--- config.mk ---
export PLATFORM = sky130hd
export DESIGN_NAME = ball_engine
export DESIGN_NICKNAME = d
export VERILOG_FILES = /design/src/rtl/ball_engine.sv
export SDC_FILE = /design/constraint.sdc
export NUM_CORES = 1
export LEC_CHECK = 0
export BUFFER_PORTS_ARGS = -buffer_cell sky130_fd_sc_hd__buf_4
export CAP_MARGIN = 25
export CORE_MARGIN = 2
export CORE_UTILIZATION = 61
export CTS_CLUSTER_SIZE = 12
export DETAILED_ROUTE_END_ITERATION = 10
export PLACE_DENSITY = 0.91
export SYNTH_ARGS = -nofsm -noshare
export SYNTH_HDL_FRONTEND = slang
export SYNTH_SLANG_ARGS = --single-unit
export TNS_END_PERCENT = 5
--- constraint.sdc ---
create_clock -name clk -period 4.5 [get_ports clk]
set_input_delay 1.35 -clock clk [delete_from_list [all_inputs] [get_ports clk]]
set_output_delay 1.35 -clock clk [all_outputs]
set_load 0.1 [all_outputs]
--- src/rtl/ball_engine.sv ---
// ball_engine: owns the ball for the game core. Tracks position and direction,
// bounces off walls and paddles, detects misses, keeps score and sequences the
// serve countdown and game-over. All motion advances only on the frame tick.
module ball_engine #(
    parameter int unsigned SCREEN_W    = 640,
    parameter int unsigned SCREEN_H    = 480,
    parameter int unsigned BALL_SZ     = 10,
    parameter int unsigned PAD_W       = 10,
    parameter int unsigned PAD_H       = 50,
    parameter int unsigned P1_X        = 20,
    parameter int unsigned P2_X        = 620,
    parameter int unsigned STEP        = 2,
    parameter int unsigned SERVE_TICKS = 60,
    parameter int unsigned WIN_SCORE   = 9
) (
    input  logic        clk,
    input  logic        reset,
    input  logic        tick,
    input  logic        start,
    input  logic [9:0]  p1Pos,
    input  logic [9:0]  p2Pos,
    output logic [10:0] ballX,
    output logic [9:0]  ballY,
    output logic        dirX,
    output logic [3:0]  score1,
    output logic [3:0]  score2,
    output logic        pointPulse,
    output logic        gameOver
);

    localparam logic [10:0] CenterX  = 11'((SCREEN_W - BALL_SZ) / 2);
    localparam logic [9:0]  CenterY  = 10'((SCREEN_H - BALL_SZ) / 2);
    // 12-bit copies so every sum and compare below has headroom and never wraps.
    localparam logic [11:0] Step12   = 12'(STEP);
    localparam logic [11:0] Ball12   = 12'(BALL_SZ);
    localparam logic [11:0] PadH12   = 12'(PAD_H);
    localparam logic [11:0] ScrW12   = 12'(SCREEN_W);
    localparam logic [11:0] ScrH12   = 12'(SCREEN_H);
    localparam logic [11:0] P1Face12 = 12'(P1_X + PAD_W);
    localparam logic [11:0] P2Face12 = 12'(P2_X);
    localparam logic [11:0] P2Stop12 = 12'(P2_X - BALL_SZ);
    localparam logic [11:0] YMax12   = 12'(SCREEN_H - BALL_SZ);
    localparam logic [15:0] ServeLast = 16'(SERVE_TICKS - 1);
    localparam logic [3:0]  WinScore  = 4'(WIN_SCORE);

    typedef enum logic [2:0] {StIdle, StServe, StMove, StPoint, StOver} state_e;

    state_e      state_q, state_d;
    logic [10:0] ball_x_q, ball_x_d;
    logic [9:0]  ball_y_q, ball_y_d;
    logic        dir_x_q, dir_x_d;
    logic        dir_y_q, dir_y_d;
    logic [3:0]  score1_q, score1_d;
    logic [3:0]  score2_q, score2_d;
    logic [15:0] serve_cnt_q, serve_cnt_d;
    logic        point_pulse_q, point_pulse_d;
    logic        game_over_q, game_over_d;
    logic        scorer_q, scorer_d;  // 1: right player scored

    logic [11:0] x_w, y_w, p1_w, p2_w;
    logic [11:0] x_next, y_next;
    logic        dy_next;
    logic        overlap1, overlap2;
    logic        hit_l, hit_r, miss_l, miss_r;
    logic [3:0]  score_inc;

    // Collision, miss and wall-bounce evaluation on the current ball position.
    always_comb begin
        x_w  = {1'b0, ball_x_q};
        y_w  = {2'b0, ball_y_q};
        p1_w = {2'b0, p1Pos};
        p2_w = {2'b0, p2Pos};

        overlap1 = (y_w + Ball12 > p1_w) && (y_w < p1_w + PadH12);
        overlap2 = (y_w + Ball12 > p2_w) && (y_w < p2_w + PadH12);

        // Left hit written as x <= face+STEP so no subtraction is needed.
        hit_l  = !dir_x_q && (x_w >= P1Face12) && (x_w <= P1Face12 + Step12) && overlap1;
        hit_r  = dir_x_q && (x_w + Ball12 <= P2Face12) &&
                 (x_w + Ball12 + Step12 >= P2Face12) && overlap2;
        miss_l = !dir_x_q && !hit_l && (x_w < Step12);
        miss_r = dir_x_q && !hit_r && (x_w + Ball12 + Step12 > ScrW12);

        y_next  = y_w;
        dy_next = dir_y_q;
        if (dir_y_q) begin
            if (y_w + Ball12 + Step12 >= ScrH12) begin
                y_next  = YMax12;
                dy_next = 1'b0;
            end else begin
                y_next = y_w + Step12;
            end
        end else begin
            if (y_w < Step12) begin
                y_next  = '0;
                dy_next = 1'b1;
            end else begin
                y_next = y_w - Step12;
            end
        end

        if (hit_l) begin
            x_next = P1Face12;
        end else if (hit_r) begin
            x_next = P2Stop12;
        end else if (dir_x_q) begin
            x_next = x_w + Step12;
        end else if (!miss_l) begin
            x_next = x_w - Step12;
        end else begin
            x_next = x_w;
        end
    end

    // Game sequencing: next-state and next values for every register.
    always_comb begin
        state_d       = state_q;
        ball_x_d      = ball_x_q;
        ball_y_d      = ball_y_q;
        dir_x_d       = dir_x_q;
        dir_y_d       = dir_y_q;
        score1_d      = score1_q;
        score2_d      = score2_q;
        serve_cnt_d   = serve_cnt_q;
        scorer_d      = scorer_q;
        point_pulse_d = 1'b0;
        score_inc     = scorer_q ? score2_q + 4'd1 : score1_q + 4'd1;

        unique case (state_q)
            StIdle: begin
                if (start) begin
                    serve_cnt_d = '0;
                    state_d     = StServe;
                end
            end
            StServe: begin
                if (tick) begin
                    if (serve_cnt_q == ServeLast) begin
                        state_d = StMove;
                    end else begin
                        serve_cnt_d = serve_cnt_q + 16'd1;
                    end
                end
            end
            StMove: begin
                if (tick) begin
                    if (miss_l || miss_r) begin
                        // Ball stays frozen where it left the field.
                        scorer_d = miss_l;
                        state_d  = StPoint;
                    end else begin
                        ball_x_d = x_next[10:0];
                        ball_y_d = y_next[9:0];
                        dir_y_d  = dy_next;
                        if (hit_l) dir_x_d = 1'b1;
                        if (hit_r) dir_x_d = 1'b0;
                    end
                end
            end
            StPoint: begin
                point_pulse_d = 1'b1;
                ball_x_d      = CenterX;
                ball_y_d      = CenterY;
                // Serve toward whoever conceded.
                dir_x_d       = !scorer_q;
                if (scorer_q) score2_d = score_inc;
                else          score1_d = score_inc;
                if (score_inc == WinScore) begin
                    state_d = StOver;
                end else begin
                    serve_cnt_d = '0;
                    state_d     = StServe;
                end
            end
            StOver: begin
                if (start) begin
                    score1_d    = '0;
                    score2_d    = '0;
                    dir_x_d     = 1'b1;
                    serve_cnt_d = '0;
                    state_d     = StServe;
                end
            end
            default: state_d = StIdle;
        endcase

        game_over_d = (state_d == StOver);
    end

    // State and output registers with asynchronous reset.
    always_ff @(posedge clk or posedge reset) begin
        if (reset) begin
            state_q       <= StIdle;
            ball_x_q      <= CenterX;
            ball_y_q      <= CenterY;
            dir_x_q       <= 1'b1;
            dir_y_q       <= 1'b1;
            score1_q      <= '0;
            score2_q      <= '0;
            serve_cnt_q   <= '0;
            scorer_q      <= 1'b0;
            point_pulse_q <= 1'b0;
            game_over_q   <= 1'b0;
        end else begin
            state_q       <= state_d;
            ball_x_q      <= ball_x_d;
            ball_y_q      <= ball_y_d;
            dir_x_q       <= dir_x_d;
            dir_y_q       <= dir_y_d;
            score1_q      <= score1_d;
            score2_q      <= score2_d;
            serve_cnt_q   <= serve_cnt_d;
            scorer_q      <= scorer_d;
            point_pulse_q <= point_pulse_d;
            game_over_q   <= game_over_d;
        end
    end

    assign ballX      = ball_x_q;
    assign ballY      = ball_y_q;
    assign dirX       = dir_x_q;
    assign score1     = score1_q;
    assign score2     = score2_q;
    assign pointPulse = point_pulse_q;
    assign gameOver   = game_over_q;

endmodule

==> results by group, run 1 <==
Yosys
  • Synth cell types: 92
  • Synth area leaders: dfrtp_1 (17%), ha_1 (11%), dfstp_2 (6.3%)
  • EDFF count, synth: 0
  • Share of the synthesized area in the top cell type: 16.8%
  • Avg Inst Size Synth: 8.15 um2
  • Synth async-reset ratio: 100%
  • Warnings, synthesis: 0
  • Biggest area consumer among synthesized cells: dfrtp_1
  • Syn nets: approximately 800
  • Seq/Total Area, Yosys: 23.1%
  • Post-Synthesis Cell Area: roughly 5800 um2
  • Post-Synthesis Cells: ~700
  • Most used flip-flop cell after synthesis: dfrtp_1
  • Synth Register Bits: 53

Global route
  • Met3 Use GR: 4.00%
  • Number of global-route vias before repair: between 5000 and 6000
  • Met1 GRT Util: 40.3%
  • GRT busiest layer: met2
  • Pin count of the biggest net entering global routing: 40
  • First-pass GRT wire length: 26.5 mm
  • Initial antenna violation count: 0
  • Gr usage total: 31.3%
  • GR Util met2: a little over half
  • Grt ovf: 0

Detailed routing
  • Post-route DRC violation count: 0
  • Routed wire length per instance: approximately 18 um
  • DR vias: about 6000
  • Pre-antenna DRT Iters: 5
  • DR vias/cell: 6.72
  • Drt total wl: 15.8 mm
  • Routed Antenna Nets: 0
  • Detailed Route Iter0 Violations: 644

Worst setup path
  • Worst reg2reg path startpoint: ballX[1]$_DFFE_PP1P_
  • CP Capture Type: flop
  • WS Path Type: reg2reg
  • Worst Path Arrival: 4.40 ns
  • Setup crit start: ballX[1]$_DFFE_PP1P_
  • Maximum fanout along the worst path: 29
  • WP data required: 4.75 ns
  • Critical path launch point type: flop

Clock network
  • H-Tree Depth: 2
  • CTS root buf: clkbuf_8
  • Cts hold-fix bufs: 0
  • CTS clk-pin slew, worst paths: 0.10 ns
  • Post-CTS resize count: 0
  • TritonCTS Buffers: 5
  • Skew-Pair Late Insertion Delay: 0.32 ns
  • Setup Fix Bufs, Post-CTS: 0
  • CTS tree: built
  • CTS Buffer Depth: 2
  • CTS Sinks: 53

Min path
  • Hold Crit Class: reg2reg
  • Hold Path Origin: serve_cnt_q[1]$_DFFE_PP0P_

Place
  • Final Wtd Congestion: 0.962
  • PortBufs: 55
  • Placed wire-length estimate: 11.8 mm
  • Dpl cells: roughly 870

Finish
  • Final Non-Filler Cells: just under 900
  • Commonest non-fill, non-tap cell in the layout: buf_4
  • Register area: ~1300 um2
  • Synthesis-to-layout area growth: 9.80%
  • NumNets Final: about 800
  • Fin util: around 69%
  • Antenna Cells: 0
  • Area occupied by multi-input gates: 4090 um2
  • Layout cells sized above 1: 16.1%
  • Commonest cells after routing, fill and taps aside: buf_4 (61), nand2_1 (59), ha_1 (51), inv_1 (47), nor2_1 (42)
  • Filler instances: 715

STA
  • Hold Fails Final Rpt: 0
  • Setup violations, final: 0
  • Worst Skew: 0.00916 ns
  • RSZ-0062 raised after global routing: false
  • Fin Setup TNS: 0 ns
  • Fin crit period: 4.15 ns
  • Max_slew headroom: 38.6%
  • Max frequency: approximately 0.24 GHz
  • Fin. max-slew vios: 0
  • Fin crit share: around 90%
  • Worst slew pin tran: roughly 0.92 ns

Floorplan
  • Die height: 102 um
  • Core area: 9240 um2
  • Initial Utilization: 63.0%
  • Die ar.: around 10000 um2
  • Die width: roughly 100 um
  • I/O Pins: 56
  • Rows: 35

Pwr
  • Clk network pwr share: 13.1%
  • Comb power frac: between 50% and 60%
  • NetSw: 1.31 mW
  • Seq pwr share: between 20% and 30%
  • Peak supply drop: 279 uV
  • Internal: 1.23 mW
  • Switching share of total power: slightly above 50%
  • Leak pwr: 2.91 nW
  • Power Density: 398 nW/um2

Status
  • Status: finished clean

Flow run
  • Maxcap violations: 0
==> critical path, cell delays in order (launching register included) <==
cell,delay (ns)
dfstp_2,0.77
inv_1,0.19
ha_1,0.51
and3b_1,0.24
a21bo_2,0.27
xnor2_1,0.15
and4_1,0.24
a2111oi_0,0.61
a211o_1,0.22
o211ai_2,0.12
buf_12,0.20
and2_4,0.23
a311o_1,0.32
==> synthesized netlist by cell type, types with 6 or more instances <==
cell type / number
nand2_1: 59
ha_1: 51
inv_1: 48
nor2_1: 42
o21ai_0: 40
dfrtp_1: 39
a21oi_1: 35
xnor2_1: 28
nand3_1: 27
nor3_1: 23
clkbuf_1: 20
a31oi_1: 17
xor2_1: 15
dfstp_2: 14
and3_1: 13
nor2b_1: 13
nand4_1: 12
nor4_1: 10
o211ai_1: 9
o21a_1: 9
a21o_1: 8
o22ai_1: 8
a211o_1: 7
buf_2: 7
mux2i_1: 7
a211oi_1: 6
buf_6: 6
nand2b_1: 6
o31ai_1: 6
==> path summary, 6_finish.rpt <==
check | to | slack (ns) | cells past startpoint
min reg2reg | serve_cnt_q[1]$_DFFE_PP0P_ | 0.53 | 2
min in group asynchronous | serve_cnt_q[12]$_DFFE_PP0P_ | 0.99 | 2
max in group asynchronous | dirX$_DFFE_PP1P_ | 2.93 | 3
max | ballY[1]$_DFFE_PP1P_ | 0.35 | 12
min | serve_cnt_q[1]$_DFFE_PP0P_ | 0.53 | 2
max reg2reg | ballY[1]$_DFFE_PP1P_ | 0.35 | 12
==> final cells by class <==
class,count,share of cell area (%)
Multi-Input combinational cell,573,64.0
Sequential cell,53,21.0
Timing Repair Buffer,63,7.79
Inverter,49,2.88
Tap cell,129,2.53
Clock buffer,5,1.08
Clock inverter,3,0.724
==> layer usage <==
| metal | vias up | part of all wire (%) | routed length (um) |
|---|---|---|---|
| met5 | - | 0 | 0 |
| met2 | 305 | 50 | 7830 |
| met3 | 59 | 7.8 | 1240 |
| li1 | 2724 | - | - |
| met1 | 2788 | 40 | 6290 |
| met4 | 0 | 2.9 | 452 |
==> metrics by stage <==
stage / power, mW / setup slack (ns) / hold slack, ns / cell area, um2
final: 2.54 / 0.346 / 0.525 / 6390
after global routing: 2.70 / 0.195 / 0.553 / 6390
after CTS: 2.52 / 0.462 / 0.532 / 6390
after detailed placement: 2.19 / 0.288 / 0.494 / 6270
after global placement: 2.11 / 0.419 / 0.491 / 6250
after floorplan: 1.84 / 0.505 / 0.467 / 5820
==> power groups by stage <==
stage	combinational [mW]	sequential (mW)	clock, mW
floorplan	0.890	0.947	0
global placement	1.36	0.747	0
detailed placement	1.43	0.752	0
CTS	1.44	0.744	0.334
global route	1.58	0.770	0.351
finish	1.46	0.751	0.333
==> registers in the layout (all words and copies together) (netlist names), 3 cells and up <==
register and flops:
ballY 10, score1 4, state_q 3, serve_cnt_q 16, ballX 11, score2 4
==> cell families (layout without fill, tap and decap cells) <==
group / count (synthesis) / in the layout / synth area share [%]
AND/OR/NAND/NOR: 243 / 243 / 21.9
AO/OA/AOI/OAI: 226 / 226 / 29.1
buffers and inverters: 88 / 120 / 6.67
flip-flops: 53 / 53 / 23.1
adder cells (fa/ha/maj): 51 / 51 / 11.0
XOR/XNOR: 43 / 43 / 6.47
multiplexers: 10 / 10 / 1.83
Power figures use the tool's default switching activity.
==> inputs of run 2 (changes only) <==
--- a/config.mk
+++ b/config.mk
@@ -8,10 +8,10 @@
 export BUFFER_PORTS_ARGS = -buffer_cell sky130_fd_sc_hd__buf_4
 export CAP_MARGIN = 25
 export CORE_MARGIN = 2
-export CORE_UTILIZATION = 61
+export CORE_UTILIZATION = 40
 export CTS_CLUSTER_SIZE = 12
 export DETAILED_ROUTE_END_ITERATION = 10
-export PLACE_DENSITY = 0.91
+export PLACE_DENSITY = 0.67
 export SYNTH_ARGS = -nofsm -noshare
 export SYNTH_HDL_FRONTEND = slang
 export SYNTH_SLANG_ARGS = --single-unit
==> run 2 against run 1 <==
  * Routed wire length is 2.0% lower
  * Die area is 50% higher
  * Global-route usage is 11 points lower
  * Critical path depth stayed put
==> results by group, run 2 (synthesized netlist as in run 1, its figures left out) <==
Detailed routing
  • DR vias: 5448 (-7.3%)
  • Pre-antenna DRT Iters: 4 (-1)
  • Routed Antenna Nets: 0 (unchanged)
  • DR vias/cell: 5.81 (-13%)
  • Routed wire length per instance: 16.5 um (-8.5%)
  • Drt total wl: 15.5 mm (-2.0%)
  • Detailed Route Iter0 Violations: 429 (-33%)
  • Post-route DRC violation count: 0 (unchanged)

Clock network
  • H-Tree Depth: 2 (unchanged)
  • Post-CTS resize count: 0 (unchanged)
  • CTS Buffer Depth: 2 (unchanged)
  • CTS tree: built
  • Skew-Pair Late Insertion Delay: 0.29 ns (-0.03 ns)
  • CTS clk-pin slew, worst paths: 0.07 ns (-0.03 ns)
  • TritonCTS Buffers: 5 (unchanged)
  • Setup Fix Bufs, Post-CTS: 0 (unchanged)
  • CTS Sinks: 53 (unchanged)
  • CTS root buf: clkbuf_16
  • Cts hold-fix bufs: 0 (unchanged)

Worst setup path
  • WP data required: 4.72 ns (-0.03 ns)
  • Worst Path Arrival: 4.27 ns (-0.13 ns)
  • R2r endpoint: ballY[1]$_DFFE_PP1P_
  • Setup crit start: ballX[1]$_DFFE_PP1P_
  • FF-to-FF setup slack: 0.45 ns (+0.11 ns)
  • CP endpoint: ballY[1]$_DFFE_PP1P_
  • R2r worst-path depth: 12 (unchanged)
  • WS Path Type: reg2reg
  • Maximum fanout along the worst path: 29 (unchanged)
  • Critical path launch point type: flop
  • CP Capture Type: flop
  • Worst reg2reg path startpoint: ballX[1]$_DFFE_PP1P_

STA
  • Fin Setup TNS: 0 ns (unchanged)
  • Worst Skew: 0.00855 ns (-0.000614 ns)
  • Fin. max-slew vios: 0 (unchanged)
  • Fin crit share: 90.0% (-2.3 points)
  • Max_slew headroom: 37.2% (-1.4 points)
  • PnR worst setup slack: 0.451 ns (+0.105 ns)
  • RSZ-0062 raised after global routing: false
  • Hold Fails Final Rpt: 0 (unchanged)
  • Fin crit period: 4.05 ns (-0.105 ns)
  • Max frequency: 0.247 GHz (+2.6%)
  • Worst slew pin tran: 0.940 ns (+0.0217 ns)
  • WHS: 0.518 ns (-0.00667 ns)
  • Setup violations, final: 0 (unchanged)

Finish
  • Biggest register: serve_cnt_q
  • Commonest cells after routing, fill and taps aside: buf_4 (69), nand2_1 (59), ha_1 (51), inv_1 (47), nor2_1 (42)
  • Antenna Cells: 0 (unchanged)
  • Final Non-Filler Cells: 937 (+7.1%)
  • Synthesis-to-layout area growth: 12.1%
  • Layout cells sized above 1: 16.6% (+0.51 points)
  • NumNets Final: 827 (+0.85%)
  • Commonest non-fill, non-tap cell in the layout: buf_4
  • Max reg flops: 16 (unchanged)
  • Fin util: 45.4% (-24 points)
  • Filler instances: 1417 (+98%)

Pwr
  • Peak supply drop: 194 uV (-30%)
  • Power Density: 393 nW/um2 (-1.2%)
  • Leak pwr: 2.95 nW (+1.5%)

Min path
  • Hold Crit Class: reg2reg

Floorplan
  • Initial Utilization: 40.5% (-22 points)
  • I/O Pins: 56 (unchanged)
  • Die ar.: 15500 um2 (+50%)
  • Die height: 125 um (+23%)
  • Rows: 44 (+26%)
  • Core area: 14400 um2 (+56%)
  • Die width: 125 um (+23%)

Place
  • Placed wire-length estimate: 11.4 mm (-3.2%)
  • Placement Setup Slack: 0.313 ns (+0.0242 ns)
  • PortBufs: 55 (unchanged)
  • Final Wtd Congestion: 0.868 (-9.8%)
  • Dpl cells: 929 (+7.2%)

Flow run
  • Maxcap violations: 0 (unchanged)

Global route
  • Number of global-route vias before repair: 5247 (-7.4%)
  • Initial antenna violation count: 0 (unchanged)
  • Pin count of the biggest net entering global routing: 37 (-7.5%)
  • First-pass GRT wire length: 26.4 mm (-0.57%)
  • Grt ovf: 0 (unchanged)
  • Gr usage total: 19.9% (-11 points)

Status
  • Status: finished clean
## run 2: changes by cell type in the layout (fill, tap and decap cells not counted), sizes merged
cell / previous run / this run
buf: 63 / 70
bufinv: 1 / 0
clkbuf: 5 / 7
clkinvlp: 1 / 0
## run 2: critical path, stage by stage, from the launching register on
cell and delay (ns):
dfstp_2 0.74, inv_1 0.20, ha_1 0.50, and3b_1 0.24
a21bo_2 0.28, xnor2_1 0.13, and4_1 0.22, a2111oi_0 0.60
a211o_1 0.21, o211ai_2 0.11, buf_12 0.19, and2_4 0.23
a311o_1 0.32
## run 2: stage by stage
step	area, um2	power [mW]
6_report	6530	2.56
5_1_grt	6530	2.76
3_5_place_dp	6380	2.18
2_1_floorplan	5820	1.84
3_3_place_gp	6380	2.17
4_1_cts	6530	2.56
## run 2: routing by layer
metal  track usage [%]  share of wire [%]  vias up
li1                  -                  -     2740
met1              28.7                 48     2575
met2              32.1                 47      123
met3              2.62                4.1       10
met4              3.77                1.1        0
met5                 0                  0        -
## run 2: worst min path at each step
stage,from,to,slack (ns),cells after the start
2_1_floorplan,state_q[2]$_DFF_PP0_,state_q[1]$_DFF_PP0_,0.47,1
3_3_place_gp,state_q[2]$_DFF_PP0_,state_q[1]$_DFF_PP0_,0.49,1
3_5_place_dp,state_q[2]$_DFF_PP0_,state_q[1]$_DFF_PP0_,0.49,1
4_1_cts,state_q[2]$_DFF_PP0_,state_q[1]$_DFF_PP0_,0.51,1
5_1_grt,serve_cnt_q[0]$_DFFE_PP0P_,serve_cnt_q[0]$_DFFE_PP0P_,0.55,1
6_report,state_q[2]$_DFF_PP0_,state_q[1]$_DFF_PP0_,0.52,1
## run 2: where the power goes
group / internal [mW] / switching (mW)
registers: 0.560 / 0.179
logic: 0.505 / 0.938
clock network: 0.208 / 0.172
## run 2: layout make-up
type	count	area, um2	area share [%]
Multi-Input combinational cell	573	4090	62.6
Timing Repair Buffer	70	538	8.25
Clock inverter	1	8.76	0.134
Sequential cell	53	1340	20.6
Inverter	49	184	2.82
Clock buffer	7	133	2.03
Tap cell	184	230	3.53
==> inputs of run 3 (changes only) <==
--- a/config.mk
+++ b/config.mk
@@ -11,7 +11,6 @@
 export CORE_UTILIZATION = 40
 export CTS_CLUSTER_SIZE = 12
 export DETAILED_ROUTE_END_ITERATION = 10
-export PLACE_DENSITY = 0.67
 export SYNTH_ARGS = -nofsm -noshare
 export SYNTH_HDL_FRONTEND = slang
 export SYNTH_SLANG_ARGS = --single-unit
==> run 3 against run 2 <==
  * Worst setup slack worse by 0.018 ns
  * Die area unchanged
  * Non-clock buffer count down 2
  * Critical path type unchanged
  * Highest routed layer unchanged
  * Sequential power up 0.8%
  * Utilization about the same
==> results by group, run 3 (synthesized netlist as in run 1, its figures left out) <==
Floorplan
  • Core area: 14400 um2 (unchanged)
  • Die width: 125 um (unchanged)
  • Die height: 125 um (unchanged)
  • I/O Pins: 56 (unchanged)
  • Initial Utilization: 40.5% (unchanged)
  • Rows: 44 (unchanged)
  • Die ar.: 15500 um2 (unchanged)

Finish
  • Synthesis-to-layout area growth: 12.1% (about the same)
  • Max reg flops: 16 (unchanged)
  • Layout cells sized above 1: 16.6% (+0.044 points)
  • Filler instances: 1432 (+1.1%)
  • Commonest cells after routing, fill and taps aside: buf_4 (66), nand2_1 (59), ha_1 (51), inv_1 (47), nor2_1 (42)
  • Final Non-Filler Cells: 935 (-0.21%)
  • NumNets Final: 825 (-0.24%)
  • Antenna Cells: 0 (unchanged)
  • Commonest non-fill, non-tap cell in the layout: buf_4
  • Biggest register: serve_cnt_q

Place
  • Final Wtd Congestion: 0.885 (+1.9%)
  • Placed wire-length estimate: 12.2 mm (+7.1%)
  • PortBufs: 55 (unchanged)
  • Dpl cells: 927 (-0.22%)

Detailed routing
  • DR vias: 5641 (+3.5%)
  • Post-route DRC violation count: 0 (unchanged)
  • Drt total wl: 16.2 mm (+4.9%)
  • DR vias/cell: 6.03 (+3.8%)
  • Routed Antenna Nets: 0 (unchanged)
  • Pre-antenna DRT Iters: 5 (+1)
  • Routed wire length per instance: 17.4 um (+5.1%)
  • Detailed Route Iter0 Violations: 475 (+11%)

Clock network
  • CTS Buffer Depth: 2 (unchanged)
  • TritonCTS Buffers: 5 (unchanged)
  • CTS tree: built
  • Cts hold-fix bufs: 0 (unchanged)
  • H-Tree Depth: 2 (unchanged)
  • Setup Fix Bufs, Post-CTS: 0 (unchanged)
  • CTS clk-pin slew, worst paths: 0.07 ns (about the same)
  • CTS Sinks: 53 (unchanged)
  • Skew-Pair Late Insertion Delay: 0.29 ns (about the same)
  • Post-CTS resize count: 0 (unchanged)
  • CTS root buf: clkbuf_16

Global route
  • Pin count of the biggest net entering global routing: 30 (-19%)
  • GR Util met2: 36.0% (+3.9 points)
  • Grt ovf: 0 (unchanged)
  • First-pass GRT wire length: 27.2 mm (+3.2%)
  • Initial antenna violation count: 0 (unchanged)
  • Number of global-route vias before repair: 5586 (+6.5%)
  • GRT busiest layer: met2
  • Met3 Use GR: 2.32% (-0.30 points)
  • Gr usage total: 20.5% (+0.62 points)
  • Met1 GRT Util: 27.5% (-1.2 points)

Worst setup path
  • CP Capture Type: flop
  • CP endpoint: ballX[9]$_DFFE_PP0P_
  • WS Path Type: reg2reg
  • R2r endpoint: ballX[9]$_DFFE_PP0P_
  • Worst Path Arrival: 4.25 ns (-0.02 ns)
  • Critical path launch point type: flop
  • FF-to-FF setup slack: 0.43 ns (-0.02 ns)
  • Worst reg2reg path startpoint: ballY[1]$_DFFE_PP1P_
  • WP data required: 4.68 ns (-0.04 ns)
  • R2r worst-path depth: 13 (+1)
  • Setup crit start: ballY[1]$_DFFE_PP1P_
  • Maximum fanout along the worst path: 12 (-59%)

Pwr
  • Power Density: 395 nW/um2 (+0.58%)
  • Leak pwr: 2.94 nW (-0.19%)
  • Peak supply drop: 208 uV (+7.1%)
  • Final Power: 2.58 mW (+0.56%)

STA
  • RSZ-0062 raised after global routing: false
  • Fin crit period: 4.07 ns (+0.0177 ns)
  • Max frequency: 0.246 GHz (-0.44%)
  • Setup violations, final: 0 (unchanged)
  • WHS: 0.513 ns (-0.00497 ns)
  • Fin. max-slew vios: 0 (unchanged)
  • Fin crit share: 90.4% (+0.39 points)
  • Max_slew headroom: 36.5% (-0.64 points)
  • Hold Fails Final Rpt: 0 (unchanged)
  • Worst Skew: 0.00710 ns (-0.00145 ns)
  • Fin Setup TNS: 0 ns (unchanged)
  • Worst slew pin tran: 0.950 ns (+0.00955 ns)

Status
  • Status: finished clean

Min path
  • Hold Crit Class: reg2reg

Flow run
  • Maxcap violations: 0 (unchanged)
-- run 3: through the flow --
stage	setup slack (ns)	utilization, %	cell area (um2)
2_1_floorplan	0.505	-	5820
3_3_place_gp	0.289	44.3	6360
3_5_place_dp	0.258	44.4	6380
4_1_cts	0.421	45.4	6520
5_1_grt	0.0644	45.4	6520
6_report	0.434	45.4	6520
-- run 3: where the power goes --
part | total (mW) | leakage (nW) | switching, mW | internal, mW
logic | 1.46 | 2.25 | 0.949 | 0.508
registers | 0.746 | 0.627 | 0.186 | 0.560
clock network | 0.375 | 0.0696 | 0.170 | 0.204
total | 2.58 | 2.94 | 1.31 | 1.27
-- run 3: how the worst min path moves through the flow --
stage,startpoint,to,slack [ns],cells after the start
3_5_place_dp,state_q[2]$_DFF_PP0_,state_q[1]$_DFF_PP0_,0.51,1
6_report,state_q[2]$_DFF_PP0_,state_q[1]$_DFF_PP0_,0.51,1
4_1_cts,state_q[2]$_DFF_PP0_,state_q[1]$_DFF_PP0_,0.52,1
5_1_grt,state_q[2]$_DFF_PP0_,state_q[1]$_DFF_PP0_,0.55,1
2_1_floorplan,state_q[2]$_DFF_PP0_,state_q[1]$_DFF_PP0_,0.47,1
3_3_place_gp,state_q[2]$_DFF_PP0_,state_q[1]$_DFF_PP0_,0.50,1
-- run 3: cell type report --
cell class	count	area, um2	area share, %
Tap cell	184	230	3.53
Clock buffer	5	125	1.92
Inverter	49	184	2.82
Sequential cell	53	1340	20.6
Multi-Input combinational cell	573	4090	62.7
Timing Repair Buffer	68	536	8.21
Clock inverter	3	17.5	0.269
-- run 3: critical path: stages, from the launching register on --
cell      delay, ns
dfstp_2        0.67
ha_1           0.47
o21ai_0        0.20
nor2_1         0.14
xnor2_1        0.23
inv_1          0.16
ha_1           0.32
nand3_1        0.09
or4_1          0.54
o211a_1        0.13
o311ai_1       0.16
or2_0          0.36
o21ai_0        0.19
a221oi_2       0.29
-- run 3: layer usage --
layer / wire [um] / vias to the layer above
met3: 785 / 12
met4: 123 / 0
li1: - / 2734
met1: 7300 / 2754
met2: 8030 / 141
met5: 0 / -
